$ cat config.mk
export PLATFORM = sky130hd
export DESIGN_NAME = fft_seq_ctrl_flat
export DESIGN_NICKNAME = d
export VERILOG_FILES = /design/src/rtl/fft_pkg.sv /design/src/rtl/fft_seq_ctrl_if.sv /design/src/rtl/fft_valid_pipe.sv /design/src/rtl/fft_seq_ctrl.sv /design/src/flat_wrapper.sv
export SDC_FILE = /design/constraint.sdc
export NUM_CORES = 1
export LEC_CHECK = 0
export ABC_AREA = 1
export CORE_MARGIN = 2
export CORE_UTILIZATION = 29
export CTS_CLUSTER_DIAMETER = 150
export DETAILED_ROUTE_END_ITERATION = 8
export SLEW_MARGIN = 20
export SYNTH_ARGS = -nofsm -noshare
export SYNTH_HDL_FRONTEND = slang
export SYNTH_SLANG_ARGS = --single-unit
$ cat constraint.sdc
create_clock -name clk -period 1.35 [get_ports clk]
set_clock_uncertainty 0.05 [all_clocks]
set_input_delay 0.135 -clock clk [delete_from_list [all_inputs] [get_ports clk]]
set_output_delay 0.135 -clock clk [all_outputs]
set_load 0.01 [all_outputs]
$ cat src/rtl/fft_pkg.sv
// Shared constants and state encoding for the FFT frame sequencer.
package fft_pkg;
    localparam int N_PTS  = 16;
    localparam int DATA_W = 34;
    localparam int HALF_W = 17;
    localparam int IDX_W  = 4;

    typedef enum logic [1:0] {
        S_IDLE  = 2'd0,
        S_LOAD  = 2'd1,
        S_DRAIN = 2'd2
    } state_t;
endpackage

$ cat src/rtl/fft_seq_ctrl_if.sv
// Handshake and status bundle between the sample source, the datapath and fft_seq_ctrl.
interface fft_seq_ctrl_if;
    import fft_pkg::*;

    logic             in_valid;
    logic             in_last;
    logic             in_ready;
    logic             dp_en;
    logic             dp_start;
    logic [IDX_W-1:0] in_idx;
    logic             out_valid;
    logic [IDX_W-1:0] out_idx;
    logic             out_last;
    logic             frame_done;
    logic             err;

    modport master (
        output in_valid, in_last,
        input  in_ready, dp_en, dp_start, in_idx,
        input  out_valid, out_idx, out_last, frame_done, err
    );

    modport slave (
        input  in_valid, in_last,
        output in_ready, dp_en, dp_start, in_idx,
        output out_valid, out_idx, out_last, frame_done, err
    );
endinterface

$ cat src/rtl/fft_valid_pipe.sv
// Shadow of the datapath pipeline: one valid bit per stage, advancing with the datapath enable.
module fft_valid_pipe #(
    parameter int DEPTH = 1
) (
    input  logic clk,
    input  logic rst_n,
    input  logic clr,
    input  logic en,
    input  logic din,
    output logic dout
);
    logic [DEPTH-1:0] sr;

    // Shift expressed without part-selects so DEPTH == 1 elaborates cleanly.
    always_ff @(posedge clk or negedge rst_n) begin
        if (!rst_n)
            sr <= '0;
        else if (clr)
            sr <= '0;
        else if (en)
            sr <= (sr << 1) | DEPTH'(din);
    end

    assign dout = sr[DEPTH-1];
endmodule

$ cat src/rtl/fft_seq_ctrl.sv
// Frame sequencer for a streaming FFT: admits N_PTS samples, drains the datapath, tracks result order.
module fft_seq_ctrl
    import fft_pkg::*;
#(
    parameter int PIPE_LAT = 1,
    parameter int N_PTS    = 16
) (
    input  logic          clk,
    input  logic          rst_n,
    input  logic          clr,
    fft_seq_ctrl_if.slave bus
);
    localparam logic [IDX_W-1:0] LAST_IDX   = IDX_W'(N_PTS - 1);
    localparam logic [4:0]       DRAIN_LAST = 5'(PIPE_LAT - 1);

    state_t           state, state_nxt;
    logic [IDX_W-1:0] in_cnt, in_cnt_nxt, out_cnt;
    logic [4:0]       drain_cnt, drain_cnt_nxt;
    logic             run, ready, accept, adv, adv_q, start;
    logic             tail, out_valid, out_last, frame_done, err, frame_err;

    always_comb begin
        state_nxt     = state;
        in_cnt_nxt    = in_cnt;
        drain_cnt_nxt = drain_cnt;
        start         = 1'b0;
        // clr masks ready so a same-cycle sample is never taken.
        ready         = run & ~clr & (state != S_DRAIN);
        accept        = bus.in_valid & ready;
        adv           = accept;
        case (state)
            S_IDLE: if (accept) begin
                state_nxt  = S_LOAD;
                start      = 1'b1;
                in_cnt_nxt = in_cnt + 1'b1;
            end
            S_LOAD: if (accept) begin
                in_cnt_nxt = in_cnt + 1'b1;
                if (in_cnt == LAST_IDX) state_nxt = S_DRAIN;
            end
            S_DRAIN: begin
                adv = ~clr;
                if (drain_cnt == DRAIN_LAST) begin
                    state_nxt     = S_IDLE;
                    drain_cnt_nxt = '0;
                end else begin
                    drain_cnt_nxt = drain_cnt + 1'b1;
                end
            end
            default: state_nxt = S_IDLE;
        endcase
        if (clr) begin
            state_nxt     = S_IDLE;
            in_cnt_nxt    = '0;
            drain_cnt_nxt = '0;
        end
    end

    // in_last is only checked against the count; sequencing ignores it.
    assign frame_err = accept & (bus.in_last != (in_cnt == LAST_IDX));

    fft_valid_pipe #(.DEPTH(PIPE_LAT)) u_vpipe (
        .clk   (clk),
        .rst_n (rst_n),
        .clr   (clr),
        .en    (adv),
        .din   (accept),
        .dout  (tail)
    );

    // The tail only counts as a new result on the cycle after it was loaded.
    assign out_valid = tail & adv_q;
    assign out_last  = out_valid & (out_cnt == LAST_IDX);

    always_ff @(posedge clk or negedge rst_n) begin
        if (!rst_n) begin
            state      <= S_IDLE;
            in_cnt     <= '0;
            drain_cnt  <= '0;
            run        <= 1'b0;
            adv_q      <= 1'b0;
            out_cnt    <= '0;
            frame_done <= 1'b0;
            err        <= 1'b0;
        end else begin
            state      <= state_nxt;
            in_cnt     <= in_cnt_nxt;
            drain_cnt  <= drain_cnt_nxt;
            run        <= 1'b1;
            adv_q      <= adv;
            frame_done <= out_last & ~clr;
            if (clr)
                out_cnt <= '0;
            else if (out_valid)
                out_cnt <= out_cnt + 1'b1;
            if (frame_err)
                err <= 1'b1;
        end
    end

    assign bus.in_ready   = ready;
    assign bus.dp_en      = adv;
    assign bus.dp_start   = start;
    assign bus.in_idx     = in_cnt;
    assign bus.out_valid  = out_valid;
    assign bus.out_idx    = out_cnt;
    assign bus.out_last   = out_last;
    assign bus.frame_done = frame_done;
    assign bus.err        = err;
endmodule

$ cat src/flat_wrapper.sv
// flat-port wrapper written by rule: the top's interface ports become plain ports
module fft_seq_ctrl_flat import fft_pkg::*;
#(
    parameter int PIPE_LAT = 1,
    parameter int N_PTS    = 16
)
  (clk, rst_n, clr, bus_in_valid, bus_in_last, bus_in_ready, bus_dp_en, bus_dp_start, bus_in_idx, bus_out_valid, bus_out_idx, bus_out_last, bus_frame_done, bus_err);
  fft_seq_ctrl_if bus_i ();
  input  logic clk;
  input  logic rst_n;
  input  logic clr;
  input wire logic [$bits(bus_i.in_valid)-1:0] bus_in_valid;
  input wire logic [$bits(bus_i.in_last)-1:0] bus_in_last;
  output wire logic [$bits(bus_i.in_ready)-1:0] bus_in_ready;
  output wire logic [$bits(bus_i.dp_en)-1:0] bus_dp_en;
  output wire logic [$bits(bus_i.dp_start)-1:0] bus_dp_start;
  output wire logic [$bits(bus_i.in_idx)-1:0] bus_in_idx;
  output wire logic [$bits(bus_i.out_valid)-1:0] bus_out_valid;
  output wire logic [$bits(bus_i.out_idx)-1:0] bus_out_idx;
  output wire logic [$bits(bus_i.out_last)-1:0] bus_out_last;
  output wire logic [$bits(bus_i.frame_done)-1:0] bus_frame_done;
  output wire logic [$bits(bus_i.err)-1:0] bus_err;
  assign bus_i.in_valid = bus_in_valid;
  assign bus_i.in_last = bus_in_last;
  assign bus_in_ready = bus_i.in_ready;
  assign bus_dp_en = bus_i.dp_en;
  assign bus_dp_start = bus_i.dp_start;
  assign bus_in_idx = bus_i.in_idx;
  assign bus_out_valid = bus_i.out_valid;
  assign bus_out_idx = bus_i.out_idx;
  assign bus_out_last = bus_i.out_last;
  assign bus_frame_done = bus_i.frame_done;
  assign bus_err = bus_i.err;
  fft_seq_ctrl #(.PIPE_LAT(PIPE_LAT), .N_PTS(N_PTS)) u_core (.clk(clk), .rst_n(rst_n), .clr(clr), .bus(bus_i));
endmodule
==> impl_metrics.ini, run 1 <==
[outcome]
status = finished, violations left
violations = negative setup slack

[finish]
layout-drive-gt1-share_pct = 37.8
fin_nets = 174
n_antenna_cell = 0
final_util_pct = 46.1
layout.cells.most_common_list = buf_4 (26), nand2_1 (23), dfrtp_1 (20), nor2_1 (11), dlygate4sd2_1 (9)
final_common_cell = buf_4
fillerInstances = 332
area_delta_synth_final_pct = 51.5
fin_area_sq_mm = 0.00156

[power]
p_leak_nw = 0.777
p_per_area_mw_per_mm2 = 801
p_total_mw = 1.25
ir_worst_vdd_mv = 0.277

[route]
drc_errors = 0
wl_um = 2410
dr.pass1.iters = 3
drt_iter0_markers = 23
via_per_inst = 4.37
drtAntennaViolNets = 0
post_drt_wl_per_cell_um = 11.5
via_count = 918

[logic_synthesis]
ys_ff_latch = 20
syn_nets = 123
syn_avg_cell_area_sq_um = 9.05
ys_warn_count = 0
synth_cell_types = 29
seq_area_frac_synth_pct = 48.5
netlist_instances = 114
synth_area_sq_mm = 0.00103

[critical_path]
ff2ff_setup_slack_ns = 0.08
crit_path_max_fanout = 5
reg2reg_from = u_core.state[0]
start_kind = register
critical_path_class = reg -> out
setup.worst_path.start = u_core.state[0]
end_kind = output pin
crit_arrival_ns = 1.24
r2r_end = u_core.state[1]
reg2reg_depth = 7
critPathRequiredTime_ns = 1.16

[run]
max_cap_violations = 0

[clocking]
cts_hold_buf = 0
clk_latency_ns = 0.30
cts.reportedPaths.clkPinSlew_ns = 0.11
numCtsBuffers = 3
cts_max_path_buffers = 2
clockRootBuffer = clkbuf_4
cts_max_level = 1
cts.sinks = 20
cts_tree = built

[sta]
fin_tns_setup_ns = -0.175
rsz0062_at_grt = true
max_freq_ghz = 0.699
finalSetupViolCount = 3
hold_viol = 0
fin_crit_sh_pct = 106
fin_ws_ns = -0.0798
finalMaxSlewViolations = 0
min_period_ns = 1.43

[die]
rows = 21
die_area_sq_mm = 0.00405
die_h_um = 63.7
initial_core_util_pct = 30.5
core_sq_mm = 0.00339
ios = 20
die_width_um = 63.7

[global_routing]
grt_pass1_vias = 984
grt_antenna_before_repair = 0
grt_pass1_wl_um = 4220
grt_max_degree = 21
grt_overflow = 0
grt_usage_pct = 13.4

[place]
io_buffers = 19
hpwlAfterDp_um = 1640
routabilityCongestion = 0.784
place_area_sq_mm = 0.00139

[hold_path]
hp-class = in -> async
-- state kept, by name, indices dropped and copies added, names as in the netlist --
signal,count
u_core.u_vpipe.dout,1
u_core.run,1
u_core.state,2
u_core.bus.out_idx,4
u_core.bus.frame_done,1
u_core.bus.err,1
u_core.bus.in_idx,4
u_core.adv_q,1
u_core.drain_cnt,5
-- cells by family (layout without fill, tap and decap cells) --
family	after synthesis	in the layout	synth area share, %
AOI/OAI and AO/OA	12	12	6.79
xor gates and xnor gates	5	5	4.24
adders and majority gates	4	4	4.85
buffers and inverters	14	64	5.82
DFF	20	20	48.5
other	1	1	0.363
and+or+nand+nor	58	58	29.5
-- worst max-delay path, stage by stage (launching register included) --
cell,delay (ns)
dfrtp_1,0.41
inv_2,0.07
nand2_4,0.12
nand4_4,0.11
nor2_2,0.10
buf_2,0.14
-- metrics by stage --
step	cells	setup slack, ns	hold slack [ns]
after floorplan	114	0.101	-0.211
after global placement	194	-0.453	0.419
after detailed placement	194	-0.462	0.442
after CTS	209	-0.0955	0.118
after global routing	210	-0.123	0.134
final	210	-0.0798	0.110
-- cell type report --
class	count	area (sq um)	share of cell area [%]
Sequential cell	20	500	32.0
Tap cell	46	57.6	3.68
Timing Repair Buffer	47	372	23.8
Inverter	13	48.8	3.12
Clock buffer	4	36.3	2.32
Multi-Input combinational cell	80	549	35.1
-- worst max-delay path by stage --
stage / to / slack [ns] / cells past startpoint
3_3_place_gp: bus_dp_start / -0.45 / 6
2_1_floorplan: u_core.bus.in_idx[2] / 0.10 / 4
3_5_place_dp: bus_dp_en / -0.46 / 6
4_1_cts: bus_dp_start / -0.1 / 5
6_report: bus_dp_start / -0.08 / 5
5_1_grt: bus_dp_start / -0.12 / 5
-- power breakdown --
group | internal [mW] | total [mW] | switching [mW]
logic | 0.119 | 0.238 | 0.119
registers | 0.628 | 0.666 | 0.0387
clock network | 0.165 | 0.348 | 0.184
total | 0.911 | 1.25 | 0.341
-- synth_stat cells (all sizes together) --
cell / count / share of area (%)
o21ai: 7 / 3.4
a211oi: 1 / 0.73
or2: 1 / 0.61
xnor2: 1 / 0.85
a21oi: 2 / 1.3
ha: 4 / 4.8
nor2: 15 / 8.0
dfrtp: 20 / 48
o22ai: 1 / 0.61
nand4: 3 / 2.4
conb: 1 / 0.36
nand3: 7 / 4.6
buf: 1 / 1.1
o21bai: 1 / 0.73
nand2: 28 / 11
inv: 13 / 4.7
nor3: 4 / 2.4
xor2: 4 / 3.4
-- timing repair --
item / in CTS / in global routing
cloned: 0 / 0
pin swaps: 6 / 6
resized for setup: 45 / 8
setup endpoints to repair: 15 / 11
buffers inserted: 11 / 3
endpoints found under the hold margin: 0 / 0
-- per-layer routing --
layer / up-vias / GRT usage [%] / wire length (um)
li1: 465 / - / -
met1: 427 / 16.3 / 1070
met2: 20 / 22.9 / 1200
met3: 6 / 1.79 / 72
met4: 0 / 7.34 / 60
met5: - / 0 / 0
No activity file was read; power rests on OpenSTA's default activity.
==> run 2: changes to the inputs <==
--- a/config.mk
+++ b/config.mk
@@ -5,7 +5,6 @@
 export SDC_FILE = /design/constraint.sdc
 export NUM_CORES = 1
 export LEC_CHECK = 0
-export ABC_AREA = 1
 export CORE_MARGIN = 2
 export CORE_UTILIZATION = 29
 export CTS_CLUSTER_DIAMETER = 150
==> impl_metrics.ini, run 2 <==
[outcome]
status = finished, violations left
violations = negative setup slack

[logic_synthesis]
synth-simple-area-share_pct = 25.9
ys.flop_type = dfrtp_1
ys_warn_count = 0
synthAdderAreaFrac_pct = 5.10
synth_cell_types = 30
synth_xor_area_share_pct = 5.35
synth_area_sq_um = 982
syn_avg_cell_area_sq_um = 10.7
netlist_instances = 92
synthMuxAreaShare_pct = 5.48
synth_top_family_by_area = simple AND/OR/NAND/NOR gates
synth_edf_count = 0
synth_compound_area_share_pct = 5.10
async_flop_share_pct = 100
seq_area_frac_synth_pct = 51.0
synth.top_cell.area_share_pct = 51.0
synth_top_area_cell = dfrtp_1
synth.top_cells.by_area = dfrtp_1 (51%), ha_1 (5.1%), nor2_1 (4.6%)
syn_nets = 101
synthTopCellsByCount = dfrtp_1 (20), nor2_1 (12)
yosysMostFrequentCell = dfrtp_1
ys_ff_latch = 20

[critical_path]
cpPeakStageDelay_ns = 0.43
start_kind = register
end_kind = output pin
crit_arrival_ns = 1.34
critPathTopFamily = simple AND/OR/NAND/NOR gates
critical_path_class = reg -> out
crit_buf_inv = 1
critPathRequiredTime_ns = 1.16
ff2ff_setup_slack_ns = -0.08
cp_cell_sequence = and2b_2 -> nor2_2 -> and2_1 -> buf_2
crit_path_max_fanout = 4
slowest_stage = dfrtp_1

[sta]
finalMaxSlewViolations = 0
fin_crit_sh_pct = 113
fin_ws_ns = -0.175
rsz0062_at_grt = true
finalSetupViolCount = 8
fin_tns_setup_ns = -0.662
max_freq_ghz = 0.656
min_period_ns = 1.52
holdWs_ns = 0.110
hold_viol = 0

[route]
drt_iter0_markers = 6
wl_um = 2250
drc_errors = 0
via_count = 854
via_per_inst = 4.52
dr.pass1.iters = 4
post_drt_wl_per_cell_um = 11.9
drtAntennaViolNets = 0

[power]
p_leak_nw = 0.780
p_per_area_mw_per_mm2 = 793
ir_worst_vdd_mv = 0.544

[clocking]
cts.sinks = 20
cts_max_path_buffers = 2
cts_hold_buf = 0
cts_tree = built
cts_max_level = 1
clk_latency_ns = 0.31
numCtsBuffers = 3
clockRootBuffer = clkbuf_4
cts.reportedPaths.clkPinSlew_ns = 0.12

[finish]
multiInputGateArea_sq_um = 571
fin_area_sq_mm = 0.00160
n_antenna_cell = 0
layout-drive-gt1-share_pct = 42.0
fillerInstances = 310
area_delta_synth_final_pct = 62.8
layout.cells.most_common_list = buf_4 (25), dfrtp_1 (20), nor2_1 (9), dlygate4sd2_1 (9), buf_6 (7)
fin_nets = 153
final_common_cell = buf_4
final_util_pct = 48.7
largest_register_ffs = 5
regMostFlops = u_core.drain_cnt
register_area_sq_um = 500

[place]
io_buffers = 19
place_area_sq_mm = 0.00136
hpwlAfterDp_um = 1550
routabilityCongestion = 0.718

[die]
initial_core_util_pct = 29.9
core_sq_mm = 0.00328
die_width_um = 62.2
die_area_sq_mm = 0.00387
die_h_um = 62.2
ios = 20
rows = 21

[global_routing]
grt_pass1_vias = 863
grt_antenna_before_repair = 0
grt_max_degree = 21
grt_overflow = 0
grt_usage_pct = 12.5
grt_pass1_wl_um = 3910

[hold_path]
hp-class = in -> async

[run]
max_cap_violations = 0
==> run 2: worst reg2reg max path, delay by kind of cell, from the launching register on <==
family | cells | cell delay [ns]
buffers and inverters | 2 | 0.28
AO/OA/AOI/OAI | 1 | 0.13
AND/OR/NAND/NOR | 2 | 0.49
flip-flops | 1 | 0.43
==> run 2: worst paths after layout <==
check / startpoint / end / cells past startpoint
max: u_core.state[1] / bus_in_ready / 4
min: rst_n / u_core.adv_q / 2
max reg2reg: u_core.state[1] / u_core.bus.in_idx[3] / 5
min reg2reg: u_core.bus.err / u_core.bus.err / 1
max in group asynchronous: rst_n / u_core.drain_cnt[3] / 2
min in group clk: u_core.bus.err / u_core.bus.err / 1
==> run 2: kinds of logic (layout without fill, tap and decap cells) <==
kind of cell | count (synthesis) | after routing
AND/OR/NAND/NOR | 44 | 44
flip-flops | 20 | 20
AO/OA/AOI/OAI | 8 | 8
XOR/XNOR | 6 | 6
multiplexers | 5 | 5
adder cells (fa/ha/maj) | 4 | 4
buffers and inverters | 4 | 55
other | 1 | 1
==> run 2: metrics by stage <==
stage	setup slack, ns	instances	power (mW)
floorplan	0.0696	92	0.679
global placement	-0.410	174	0.760
detailed placement	-0.420	174	0.763
CTS	-0.183	189	1.28
global route	-0.246	189	1.32
finish	-0.175	189	1.27
==> run 2: layer usage <==
| layer | GRT usage [%] | vias to the layer above | share of wire (%) | routed length, um |
|---|---|---|---|---|
| met5 | 0 | - | 0 | 0 |
| met4 | 0.833 | 0 | 0.31 | 7 |
| met3 | 4.89 | 2 | 4.7 | 106 |
| met2 | 20.8 | 20 | 48 | 1070 |
| met1 | 16.1 | 414 | 47 | 1060 |
| li1 | - | 418 | - | - |
==> run 2: layout make-up <==
cell class | count | area share (%)
well taps | 46 | 3.60
inverters | 2 | 0.469
clock inverters | 1 | 1.88
multi-input cells | 68 | 35.7
flip-flops and latches | 20 | 31.3
clock buffers | 3 | 1.41
repair buffers | 49 | 25.7
==> run 2: timing repair <==
item	in CTS	in global routing
endpoints found under the setup margin	19	13
pin swaps	4	9
gates resized for setup	41	19
setup buffers	11	3
==> run 2: power breakdown <==
part / internal, mW / switching, mW
Combinational: 0.0782 / 0.0722
Clock: 0.300 / 0.196
Sequential: 0.612 / 0.00919
==> run 3: changes to the inputs <==
--- a/config.mk
+++ b/config.mk
@@ -7,7 +7,7 @@
 export LEC_CHECK = 0
 export CORE_MARGIN = 2
 export CORE_UTILIZATION = 29
-export CTS_CLUSTER_DIAMETER = 150
+export CTS_CLUSTER_DIAMETER = 120
 export DETAILED_ROUTE_END_ITERATION = 8
 export SLEW_MARGIN = 20
 export SYNTH_ARGS = -nofsm -noshare
==> constraint.sdc (replaced) <==
create_clock -name clk -period 1.4 [get_ports clk]
set_clock_uncertainty 0.05 [all_clocks]
set_input_delay 0.14 -clock clk [delete_from_list [all_inputs] [get_ports clk]]
set_output_delay 0.14 -clock clk [all_outputs]
set_load 0.01 [all_outputs]
==> impl_metrics.ini, run 3 (synthesis results as in run 2) <==
[run]
max_cap_violations = 0

[clocking]
cts.reportedPaths.clkPinSlew_ns = 0.11
numCtsBuffers = 3
cts_tree = built
cts_hold_buf = 0
cts_max_level = 1
clk_latency_ns = 0.30
cts.sinks = 20
clockRootBuffer = clkbuf_4
cts_max_path_buffers = 2

[finish]
register_area_sq_um = 500
instances_no_fill = 183
fin_area_sq_mm = 0.00150
final_common_cell = buf_4
area_delta_synth_final_pct = 52.4
largest_register_ffs = 5
fillerInstances = 345
layout-drive-gt1-share_pct = 36.5
fin_nets = 147
layout.cells.most_common_list = buf_4 (23), dfrtp_1 (20), nor2_1 (11), dlygate4sd2_1 (9)
multiInputGateArea_sq_um = 537
regMostFlops = u_core.drain_cnt
n_antenna_cell = 0
final_util_pct = 45.6

[power]
pwr-share-seq_pct = 56.1
ir_worst_vdd_mv = 0.453
intPower_mw = 0.817
p_leak_nw = 0.757
power.combinational.fraction_pct = 12.4
swShare_pct = 23.5
p_total_mw = 1.07
p_clk_share_pct = 31.6
p_switching_mw = 0.251
p_per_area_mw_per_mm2 = 713

[sta]
rsz0062_at_grt = true
fin_crit_sh_pct = 107
max_freq_ghz = 0.665
finalMaxSlewViolations = 0
hold_viol = 0
fin_ws_ns = -0.105
finalSetupViolCount = 3
min_period_ns = 1.50

[global_routing]
grt_antenna_before_repair = 0
grt_pass1_wl_um = 3750
grt_pass1_vias = 833
grt_usage_pct = 11.9
grt_overflow = 0
grt_max_degree = 21

[critical_path]
r2r_end = u_core.drain_cnt[4]
reg2reg_depth = 4
critPathRequiredTime_ns = 1.21
start_kind = register
end_kind = output pin
crit_arrival_ns = 1.31
reg2reg_from = u_core.state[1]
critical_path_class = reg -> out
crit_path_max_fanout = 5
ff2ff_setup_slack_ns = 0.02

[route]
wl_met2_um = 1150
m1WireLength_um = 983
dr.pass1.iters = 4
drc_errors = 0
drtAntennaViolNets = 0
wl_um = 2250
wl_met3_um = 113
via_per_inst = 4.59
top_layer = met3
via_count = 840
drt_iter0_markers = 14
post_drt_wl_per_cell_um = 12.3

[die]
die_area_sq_mm = 0.00387
initial_core_util_pct = 29.9
core_sq_mm = 0.00328
rows = 21
die_h_um = 62.2
die_width_um = 62.2
ios = 20

[outcome]
violations = negative setup slack
status = finished, violations left

[place]
hpwlAfterDp_um = 1550
io_buffers = 19
numPlacedInstances = 169
place_area_sq_mm = 0.00133
routabilityCongestion = 0.727

[hold_path]
hp-class = in -> async
## run 3: cell types whose count changed in the layout (fill, tap and decap cells not counted), sizes merged
cell,delta
clkbuf,+1
buf,-8
clkdlybuf4s15,+1
dlymetal6s2s,+1
bufinv,-1
## run 3: worst max-delay path, stage by stage, from the launching register on
cell and delay, ns:
dfrtp_1 0.44, nand3b_4 0.18, nor3_2 0.15, clkdlybuf4s15_2 0.25
## run 3: layout make-up
type | count | share of cell area [%]
clock buffers | 4 | 2.42
repair buffers | 43 | 23.9
well taps | 46 | 3.85
multi-input cells | 68 | 35.9
inverters | 2 | 0.502
flip-flops and latches | 20 | 33.4
## run 3: power by group through the flow
stage / combinational, mW / clock [mW] / sequential (mW)
floorplan: 0.0398 / 0 / 0.615
global placement: 0.117 / 0 / 0.611
detailed placement: 0.120 / 0 / 0.612
CTS: 0.125 / 0.363 / 0.598
global route: 0.145 / 0.381 / 0.601
finish: 0.132 / 0.337 / 0.599
## run 3: metal layers
layer,global-route usage [%],up-vias
li1,-,406
met1,14.1,415
met5,0,-
met2,21.5,19
met3,4.71,0
met4,0.833,0
## run 3: how the worst max path moves through the flow
| stage | depth (start not counted) | to | from | slack [ns] |
|---|---|---|---|---|
| after detailed placement | 4 | bus_dp_start | clr | -0.41 |
| after global placement | 5 | bus_dp_en | bus_in_valid | -0.37 |
| after CTS | 4 | bus_in_ready | u_core.state[1] | -0.14 |
| after global routing | 3 | bus_dp_start | u_core.state[1] | -0.20 |
| after floorplan | 5 | u_core.drain_cnt[0] | u_core.drain_cnt[0] | 0.12 |
| final | 3 | bus_dp_start | u_core.state[1] | -0.10 |
## run 3: timing repair
item                       in CTS  in global routing
setup endpoints to repair      16                 12
buffers inserted                8                  4
gates resized for setup        33                 12
pin swaps                       3                  5
## run 3: per-stage QoR
| step | hold slack, ns | setup TNS (ns) | setup slack [ns] |
|---|---|---|---|
| after global routing | 0.120 | -0.626 | -0.197 |
| final | 0.126 | -0.281 | -0.105 |
| after global placement | 0.407 | -1.30 | -0.366 |
| after CTS | 0.124 | -0.357 | -0.145 |
| after floorplan | -0.206 | 0 | 0.120 |
| after detailed placement | 0.411 | -1.56 | -0.410 |
==> edit 1: new RTL, config.mk and constraints of run 1 <==
`IDX_W`: 4 -> 3.
--- a/src/rtl/fft_pkg.sv
+++ b/src/rtl/fft_pkg.sv
@@ -3,7 +3,7 @@
     localparam int N_PTS  = 16;
     localparam int DATA_W = 34;
     localparam int HALF_W = 17;
-    localparam int IDX_W  = 4;
+    localparam int IDX_W  = 3;
 
     typedef enum logic [1:0] {
         S_IDLE  = 2'd0,
Ports: changed (resized bus_in_idx and bus_out_idx); port bits go from 20 to 18. No check against the original RTL was run, so the function may have changed too.
==> edit 1 against run 1 <==
The run still ends with negative setup slack left. Routed wire length fell by 9.8%. Design area decreased by 8.2%. Setup slack got worse by 0.027 ns. Sequential cell count down 2. Maximum frequency shrank 1.8%. Area after synthesis decreased by 11%. Total power down 9.7%. Global-route usage increased by 0.29 points. Synthesized cell count fell by 16%. Count of clock-buffer cells in the layout unchanged.
==> edit 1: results (changes against run 1) <==
- Cell area after layout: 0.00144 mm^2 (-8.2%)
- M2 GR Usage: 23.9% (+1.0 points)
- Met1 GRT Util: 15.0% (-1.3 points)
- Placed instance count: 173 (-11%)
- First-pass GRT wire length: 3.56 mm (-16%)
- Routed vias: 786 (-14%)
- Final setup TNS: -0.282 ns (-0.107 ns)
- WL met1: 882 um (-18%)
- Crit-path max FO: 2 (-3)
- Max VDD drop: 396 uV (+43%)
- Layout fillers: 296 (-11%)
- Switching share of total power: 26.6% (-0.64 points)
- Share of cells above drive strength 1: 38.3% (+0.49 points)
- Post-synthesis adder-cell area fraction: 8.17% (+3.3 points)
- Crit path from: u_core.bus.out_idx[0]$_DFFE_PN0P_
- Pwr Density: 787 mW/mm^2 (-1.7%)
- WL met3: 84 um (+17%)
- Cts repair resizes: 33 (-27%)
- Area share of xor/xnor cells in the synthesized design: 4.77% (+0.53 points)
- Non-Clock Inverter Count: 10 (-3)
- Placed wire-length estimate: 1.51 mm (-8.3%)
- Non-clk bufs: 42 (-11%)
- Clock network area share: 2.53% (+0.21 points)
- Post-DP Area: 0.00126 mm^2 (-9.3%)
- Synth area leaders: dfrtp_1 (49%), ha_1 (8.2%), nand2_1 (6.1%)
- Syn Nets: 107 (-13%)
- Clock sinks: 18 (-10%)
- CP arrival: 1.27 ns (+0.03 ns)
- Clock net power: 0.000343 W (-1%)
- Fin worst setup slack: -0.107 ns (-0.0269 ns)
- Synth Area in Compound Gates: 6.95% (+0.16 points)
- GRT Resource Usage Total: 13.7% (+0.29 points)
- Met2 wire len: 1.14 mm (-5.0%)
- Status: finished with violations
- GPL Wtd Cong: 0.776 (-1.0%)
- Finish-stage setup viols: 3 (unchanged)
- DRT Pass-1 Iters: 4 (+1)
- Multi-input gate count: 67 (-16%)
- Netlist cell types: 22 (-24%)
- Failing checks: negative setup slack
- Post-CTS setup-driven buffer insertion count: 5 (-6)
- Fraction of area in registers: 31.4% (-0.64 points)
==> edit 1: changes by cell type after synthesis, sizes merged, moves of 2 or more <==
cell,change
nand2,-11
nor2,-2
ha,+2
inv,-3
dfrtp,-2
==> edit 1: worst register-to-register path: stages (launching register included) <==
cell and delay [ns]:
dfrtp_1 0.41, inv_2 0.08, nand2_4 0.07, buf_12 0.14, buf_6 0.12, nor2_4 0.14, nand2_4 0.09, nand4_1 0.08
nand2_1 0.06
==> edit 1: final timing paths <==
| path | end | slack, ns | depth (start not counted) |
|---|---|---|---|
| max | bus_out_last | -0.11 | 5 |
| min | u_core.drain_cnt[3]$_DFFE_PN0P_ | 0.10 | 2 |
| max reg2reg | u_core.state[1]$_DFFE_PN0P_ | 0.03 | 8 |
| min reg2reg | u_core.bus.err$_DFFE_PN0P_ | 0.43 | 1 |
| max in group asynchronous | u_core.state[0]$_DFFE_PN0P_ | 0.96 | 2 |
| min in group clk | u_core.adv_q$_DFF_PN0_ | 0.31 | 2 |
==> edit 2: new RTL, flow settings as in run 1 <==
Without the edit above. Re-encode `state_t` (3 states) as one-hot, 3 bits wide.
--- a/src/rtl/fft_pkg.sv
+++ b/src/rtl/fft_pkg.sv
@@ -5,10 +5,10 @@
     localparam int HALF_W = 17;
     localparam int IDX_W  = 4;
 
-    typedef enum logic [1:0] {
-        S_IDLE  = 2'd0,
-        S_LOAD  = 2'd1,
-        S_DRAIN = 2'd2
+    typedef enum logic [2:0] {
+        S_IDLE  = 3'b001,
+        S_LOAD  = 3'b010,
+        S_DRAIN = 3'b100
     } state_t;
 endpackage
 
Check against the original RTL: no difference found for any inputs over 10 cycles, from zero or initial values and one cycle with rst_n low; not proved beyond that.
==> edit 2 against run 1 <==
Synthesized cell count up 13%. Total power up 13%. Routed wire length up 1.5%. Clock power up 18%. The run still ends with negative setup slack left. Area after synthesis up 4.0%. Setup slack worse by 0.075 ns. Via count up 8.4%. Sequential cell count up 1. Design area up 5.8%.
==> edit 2: results (changes against run 1) <==
- GRT Resource Usage Total: 12.1% (-1.3 points)
- Vias per cell: 4.40 (+0.71%)
- Post-DP Area: 0.00147 mm^2 (+5.8%)
- Post-synthesis adder-cell area fraction: 4.66% (-0.19 points)
- Skew-Pair Late Insertion Delay: 0.26 ns (-0.04 ns)
- Share of cells above drive strength 1: 36.0% (-1.8 points)
- Syn Nets: 138 (+12%)
- WHS: 0.173 ns (+0.0631 ns)
- Seq/Total Area, Yosys: 49.1% (+0.58 points)
- Fin worst setup slack: -0.155 ns (-0.0749 ns)
- P_leak: 0.860 nW (+11%)
- Max VDD drop: 337 uV (+22%)
- Crit path largest cell delay: 0.58 ns (+0.17 ns)
- Finish-stage setup viols: 10 (+7)
- Clock-pin slew on the worst setup and hold paths: 0.07 ns (-0.04 ns)
- Status: finished with violations
- Vias in the first global route: 988 (+0.41%)
- Largest net degree at the start of global routing: 22 (+4.8%)
- Root buffer cell: clkbuf_8
- Final setup TNS: -0.807 ns (-0.632 ns)
- Failing checks: negative setup slack
- Reg2Reg Depth: 8 (+1)
- Commonest cells in the netlist: nand2_1 (30), dfrtp_1 (20), inv_1 (19)
- Placed wire-length estimate: 1.76 mm (+7.0%)
- DR iter-0 viols: 50 (+120%)
- FF-to-FF setup slack: -0.11 ns (-0.19 ns)
- Cts repair resizes: 32 (-29%)
- CP arrival: 1.32 ns (+0.08 ns)
- Area share of xor/xnor cells in the synthesized design: 4.08% (-0.16 points)
- Placed instance count: 215 (+11%)
- FF-to-FF End: u_core.bus.in_idx[2]$_DFFE_PN0P_
- DRT Pass-1 Iters: 4 (+1)
- Hold/Removal Path Class: primary input to async pin
- Post-Place Setup Slack: -0.437 ns (+0.0244 ns)
- CP max stage cell: dfstp_2
- R2r startpoint: u_core.state[0]$_DFFE_PN1P_
- Layout fillers: 350 (+5.4%)
-- edit 2: cell count changes after synthesis, sizes merged, moves of 2 or more --
cell   delta
o21ai     -3
nand3     +3
nor2      +5
nand2     +3
inv       +6
o22ai     +2
-- edit 2: cells by family after synthesis --
group	count (synthesis)
AO/OA/AOI/OAI	10
XOR/XNOR	5
adder cells (fa/ha/maj)	4
flip-flops	21
buffers and inverters	20
AND/OR/NAND/NOR	68
other	1
-- edit 2: final cells by class --
class                   instances  area [um^2]  share of cell area (%)
flip-flops and latches         21          527                    31.8
multi-input cells              88          547                    33.1
repair buffers                 46          404                    24.4
well taps                      48         60.1                    3.63
inverters                      19         71.3                    4.31
clock buffers                   4         45.0                    2.72
-- edit 2: routing by layer --
layer,wire (um),GRT usage [%]
met3,160,3.13
met5,0,0
met2,1210,20.6
met4,21,3.19
met1,1050,15.2
-- edit 2: power breakdown --
group	leakage, nW	internal, W	switching, W
combinational	0.557	0.000152	0.000164
sequential	0.280	0.000663	0.0000260
clock	0.0228	0.000210	0.000202
